--- src/rtl/seq_decade_pkg.sv ---
// Shared types and helpers for the decade-counter wrap accumulator.
// Digits are plain 4-bit BCD values. next_digit() gives the mod-10 successor.
package seq_decade_pkg;

    typedef logic [3:0] digit_t;

    localparam digit_t DIGIT_MAX = 4'd9;

    // Any value at or above 9 maps to 0. Callers only pass legal digits,
    // so this covers 9 -> 0 and the guard keeps the result a legal digit.
    function automatic digit_t next_digit(input digit_t d);
        return (d >= DIGIT_MAX) ? 4'd0 : d + 4'd1;
    endfunction

endpackage

--- src/rtl/seq_decade_wrap_accum_if.sv ---
// Bus between the upstream decade counter side and the wrap accumulator.
// The master drives the sampled digit and enable.
// The slave (the accumulator) drives the wrap carry, BCD count and sticky flags.
interface seq_decade_wrap_accum_if #(parameter int NUM_DIGITS = 2);

    logic                    en;
    seq_decade_pkg::digit_t  in;
    logic                    carry;
    logic [4*NUM_DIGITS-1:0] count;
    logic                    overflow;
    logic                    err;

    modport master (output en, in, input carry, count, overflow, err);
    modport slave  (input en, in, output carry, count, overflow, err);

endinterface

--- src/rtl/seq_bcd_digit.sv ---
// One BCD digit of the wrap counter.
// The digit advances mod 10 when inc_in is high.
// carry_out tells the next digit up that this digit is rolling over from 9.
module seq_bcd_digit
    import seq_decade_pkg::*;
(
    input  logic   clk,
    input  logic   reset_n,
    input  logic   inc_in,
    output digit_t value,
    output logic   carry_out
);

    // Digit register: synchronous clear, otherwise advance on an increment request.
    always_ff @(posedge clk) begin
        if (!reset_n) begin
            value <= '0;
        end else if (inc_in) begin
            value <= next_digit(value);
        end
    end

    assign carry_out = inc_in & (value == DIGIT_MAX);

endmodule

--- src/rtl/seq_decade_wrap_accum.sv ---
// Checks the digit stream from an upstream decade counter and counts its 9->0 wraps.
// Each wrap produces a one-cycle carry and bumps a NUM_DIGITS-digit BCD count.
// Illegal digits or steps set a sticky err.
// NUM_DIGITS is meant to lie in 1..4.
module seq_decade_wrap_accum
    import seq_decade_pkg::*;
#(
    parameter int NUM_DIGITS = 2
) (
    input  logic                    clk,
    input  logic                    reset_n,
    seq_decade_wrap_accum_if.slave  bus
);

    digit_t                  prev;
    logic                    primed;
    logic                    carry_q;
    logic                    err_q;
    logic                    overflow_q;

    logic                    digit_legal;
    logic                    step_ok;
    logic                    wrap;
    logic                    bad_sample;

    logic [NUM_DIGITS:0]     inc_chain;
    digit_t                  digit_val [NUM_DIGITS];
    logic [4*NUM_DIGITS-1:0] count_w;

    // Classify the current sample. A wrap is only recognised once primed.
    // Any legal-digit step other than the mod-10 successor counts as an error,
    // and that includes a repeated digit.
    always_comb begin
        digit_legal = (bus.in <= DIGIT_MAX);
        step_ok     = (bus.in == next_digit(prev));
        wrap        = bus.en & digit_legal & primed & (prev == DIGIT_MAX) & (bus.in == '0);
        bad_sample  = bus.en & (~digit_legal | (primed & ~step_ok));
    end

    assign inc_chain[0] = wrap;

    genvar g;
    generate
        for (g = 0; g < NUM_DIGITS; g++) begin : g_digit
            seq_bcd_digit u_digit (
                .clk       (clk),
                .reset_n   (reset_n),
                .inc_in    (inc_chain[g]),
                .value     (digit_val[g]),
                .carry_out (inc_chain[g+1])
            );
            assign count_w[4*g +: 4] = digit_val[g];
        end
    endgenerate

    // Step tracker and flag registers.
    // After an illegal digit the block re-primes on the next legal one.
    // A carry out of the top digit means the count rolled past all 9s.
    always_ff @(posedge clk) begin
        if (!reset_n) begin
            prev       <= '0;
            primed     <= 1'b0;
            carry_q    <= 1'b0;
            err_q      <= 1'b0;
            overflow_q <= 1'b0;
        end else begin
            carry_q <= wrap;
            if (bus.en) begin
                if (!digit_legal) begin
                    primed <= 1'b0;
                end else begin
                    prev   <= bus.in;
                    primed <= 1'b1;
                end
            end
            if (bad_sample) begin
                err_q <= 1'b1;
            end
            if (inc_chain[NUM_DIGITS]) begin
                overflow_q <= 1'b1;
            end
        end
    end

    assign bus.carry    = carry_q;
    assign bus.count    = count_w;
    assign bus.overflow = overflow_q;
    assign bus.err      = err_q;

endmodule
--- src/flat_wrapper.sv ---
// flat-port wrapper written by rule: the top's interface ports become plain ports
module seq_decade_wrap_accum_flat import seq_decade_pkg::*;
#(
    parameter int NUM_DIGITS = 2
)
  (clk, reset_n, bus_en, bus_in, bus_carry, bus_count, bus_overflow, bus_err);
  seq_decade_wrap_accum_if #(.NUM_DIGITS(NUM_DIGITS)) bus_i ();
  input  logic clk;
  input  logic reset_n;
  input wire logic [$bits(bus_i.en)-1:0] bus_en;
  input wire logic [$bits(bus_i.in)-1:0] bus_in;
  output wire logic [$bits(bus_i.carry)-1:0] bus_carry;
  output wire logic [$bits(bus_i.count)-1:0] bus_count;
  output wire logic [$bits(bus_i.overflow)-1:0] bus_overflow;
  output wire logic [$bits(bus_i.err)-1:0] bus_err;
  assign bus_i.en = bus_en;
  assign bus_i.in = bus_in;
  assign bus_carry = bus_i.carry;
  assign bus_count = bus_i.count;
  assign bus_overflow = bus_i.overflow;
  assign bus_err = bus_i.err;
  seq_decade_wrap_accum #(.NUM_DIGITS(NUM_DIGITS)) u_core (.clk(clk), .reset_n(reset_n), .bus(bus_i));
endmodule
--- config.mk ---
export PLATFORM = sky130hd
export DESIGN_NAME = seq_decade_wrap_accum_flat
export DESIGN_NICKNAME = d
export VERILOG_FILES = /design/src/rtl/seq_decade_pkg.sv /design/src/rtl/seq_decade_wrap_accum_if.sv /design/src/rtl/seq_bcd_digit.sv /design/src/rtl/seq_decade_wrap_accum.sv /design/src/flat_wrapper.sv
export SDC_FILE = /design/constraint.sdc
export NUM_CORES = 1
export LEC_CHECK = 0
export BUFFER_PORTS_ARGS = -buffer_cell sky130_fd_sc_hd__clkbuf_2
export CAP_MARGIN = 20
export CORE_ASPECT_RATIO = 1.25
export CORE_UTILIZATION = 50
export CTS_BUF_LIST = sky130_fd_sc_hd__clkbuf_8 sky130_fd_sc_hd__clkbuf_16
export DETAILED_ROUTE_END_ITERATION = 12
export GPL_TIMING_DRIVEN = 0
export PLACE_DENSITY = 0.82
export SETUP_SLACK_MARGIN = 0.05
export SLEW_MARGIN = 25
export SYNTH_ARGS = -nofsm -noshare
export SYNTH_HDL_FRONTEND = slang
export SYNTH_SLANG_ARGS = --single-unit
--- constraint.sdc ---
create_clock -name clk -period 2.35 [get_ports clk]
set_clock_uncertainty 0.15 [all_clocks]
set_input_delay 0.235 -clock clk [delete_from_list [all_inputs] [get_ports clk]]
set_output_delay 0.235 -clock clk [all_outputs]
set_load 0.03 [all_outputs]
==> results.cfg <==
[logic_synthesis]
synthSimpleGateAreaFrac_pct = 25.5
synth_top_cells_by_count = dfxtp_1 (16), nand2_1 (16), a21boi_1 (9), ha_1 (9), nand3_1 (9)
synthXorXnorAreaFrac_pct = 3.59
muxShareOfSynthArea_pct = 1.41
netlist.area_leader.share_pct = 32.8
synth_edf_count = 0
syn-num-nets = 130
synth-async-reset-ratio_pct = 0
yosysUniqueCellTypes = 38
ys_warn_count = 0
netlist_top_cells_area = dfxtp_1 (33%), ha_1 (12%), a21boi_1 (6.9%), nand2_1 (6.1%), nand3_1 (4.6%)
synth_top_family_by_area = simple AND/OR/NAND/NOR gates
synth_compound_area_share_pct = 21.4
synth-main-ff-cell = dfxtp_1
synth_fa_ha_area_share_pct = 11.5
seq_area_frac_synth_pct = 32.8
avgSynthCellArea_sq_um = 8.57
yosysTopAreaCell = dfxtp_1
syn-instance-count = 114
syn_area_sq_um = 977
synth_seq_cells = 16

[global_routing]
grt_pass1_vias = 810
grt_max_degree = 11
grt_overflow = 0
grt_pass1_wl_mm = 3.39
grt_util_all_layers_pct = 20.6
antenna_found_initial = 0

[setup_path]
slowest_delay_ns = 0.45
crit_chain = inv_1, ha_1, xnor2_1, nand3_1, a22o_1, a22oi_2, o21ai_2
cp_slowest_cell = dfxtp_1
worstSetupStartpointType = flop
crit_family = flip-flops
critical_path_buf_inv_count = 1
worstPathArrival_ns = 1.86
crit_fanout = 6
critPathKind = flop to flop
crit_required_ns = 2.34
worst_setup_path_end_kind = flop

[timing]
slew_headroom_pct = 68.7
fin_crit_ns = 1.87
fin_crit_sh_pct = 79.4
rsz0062_at_grt = false
worst_pin_slew_ns = 0.465
whs_ns = 0.148
hold_viol_final = 0
fin_setup_tns_ns = 0
setup-violations-final = 0
max_freq_ghz = 0.536
slew_violations = 0

[power_and_ir_drop]
p_switching_mw = 0.143
p_clk_share_pct = 35.7
power_frac_seq_pct = 50.5
combPwrFrac_pct = 13.8
ir_worst_vdd_uv = 278
p_int_mw = 0.427
leakage_nw = 0.480
p_per_area_nw_per_um2 = 505
finalPower_mw = 0.569
netSwitchingFraction_pct = 25.1

[cts]
postCtsSetupBuffers = 0
h-tree-depth = 1
clockRootBuffer = clkbuf_8
clock_latency_ns = 0.25
clockBufferDepth = 2
holdBufCountCts = 0
ctsResizeCount = 0
cts.sinks = 16
cts_tree = yes
cts_buffers = 3
path_clk_slew_ns = 0.06

[placement]
numPortBuffers = 17
gp_congestion = 0.821
place_hpwl_mm = 1.54
post_dp_cell_area_sq_um = 1090

[finish]
area_delta_synth_final_pct = 15.4
drive_gt1_share_pct = 22.4
final_util_pct = 62.4
nNetsFinal = 152
design_area_sq_um = 1130
diodes = 0

[drt]
vias = 897
wirelength_mm = 1.97
antenna_left = 0
drt_iter0_markers = 25
routed_via_density = 5.86
drt_pass1_iterations = 4
drc_errors = 0
wl_per_cell_microns = 12.8

[die]
rows = 17
die_h_microns = 51.4
core_area_sq_um = 1810
initial_core_util_pct = 54.0
die_w_microns = 41.5
io_pins = 18
die-area_sq_um = 2140

[min_path]
hold_path_class = input port to flop

[job]
max_cap_viol_count = 0

[run_status]
outcome = finished clean
-- layout by cell type, fill, tap and decap left out, drive strengths merged, types with 2 or more instances in the layout --
cell type  synthesis  final
nand3              9      9
xor2               2      2
ha                 9      9
a21boi             9      9
a41oi              2      2
o21ai              9      9
nor2               7      7
dfxtp             16     16
nand4b             2      2
nor3b              2      2
xnor2              2      2
clkbuf             1     21
inv                9      9
nand2             16     16
-- flip-flops by register name, indices dropped and copies added (netlist names) --
register                      flops
u_core.bus.carry                  1
u_core.bus.overflow               1
u_core.g_digit.u_digit.value      8
u_core.primed                     1
u_core.prev                       4
u_core.bus.err                    1
-- routing by layer --
metal | track usage [%] | part of all wire [%] | up-vias | wire, microns
li1 | - | - | 449 | -
met1 | 21.8 | 43 | 420 | 846
met2 | 38.3 | 52 | 24 | 1030
met3 | 3.89 | 3.4 | 4 | 66
met4 | 10.8 | 1.3 | 0 | 26
met5 | 0 | 0 | - | 0
-- power groups by stage --
stage	registers [mW]	clock network, mW	logic, mW
floorplan	0.295	0	0.0506
global placement	0.293	0	0.0760
detailed placement	0.293	0	0.0787
CTS	0.287	0.205	0.0786
global route	0.288	0.217	0.0853
finish	0.287	0.203	0.0785
-- through the flow --
step                      instances  worst slack, ns
final                           153            0.484
after global routing            153            0.328
after CTS                       153            0.495
after detailed placement        150            0.514
after global placement          150            0.553
after floorplan                 114            0.551
-- cell type report --
cell class / count / area, sq um
plain buffers: 1 / 3.75
clock buffers: 3 / 41.3
fillers: 157 / 681
inverters: 9 / 33.8
multi-input cells: 88 / 619
flip-flops and latches: 16 / 320
well taps: 19 / 23.8
repair buffers: 17 / 85.1
-- path summary, 6_finish.rpt --
| kind | from | endpoint | slack [ns] | cells past startpoint |
|---|---|---|---|---|
| max | u_core.prev[0]$_SDFFE_PN0N_ | u_core.bus.err$_SDFFE_PN0P_ | 0.48 | 7 |
| min | reset_n | u_core.bus.err$_SDFFE_PN0P_ | 0.15 | 3 |
| max reg2reg | u_core.prev[0]$_SDFFE_PN0N_ | u_core.bus.err$_SDFFE_PN0P_ | 0.48 | 7 |
| min reg2reg | u_core.primed$_SDFFE_PN0P_ | u_core.primed$_SDFFE_PN0P_ | 0.33 | 2 |
-- worst min-delay path, cell delays in order --
cell	delay, ns
clkbuf_2	0.16
a22oi_2	0.08
o21ai_2	0.05
-- kinds of logic after synthesis --
group           after synthesis
compound gates               29
xor+xnor                      4
fa+ha+maj                     9
buf+inv                      10
flops                        16
mux                           1
simple gates                 45
Note: power is estimated with default switching activity, not from simulation.
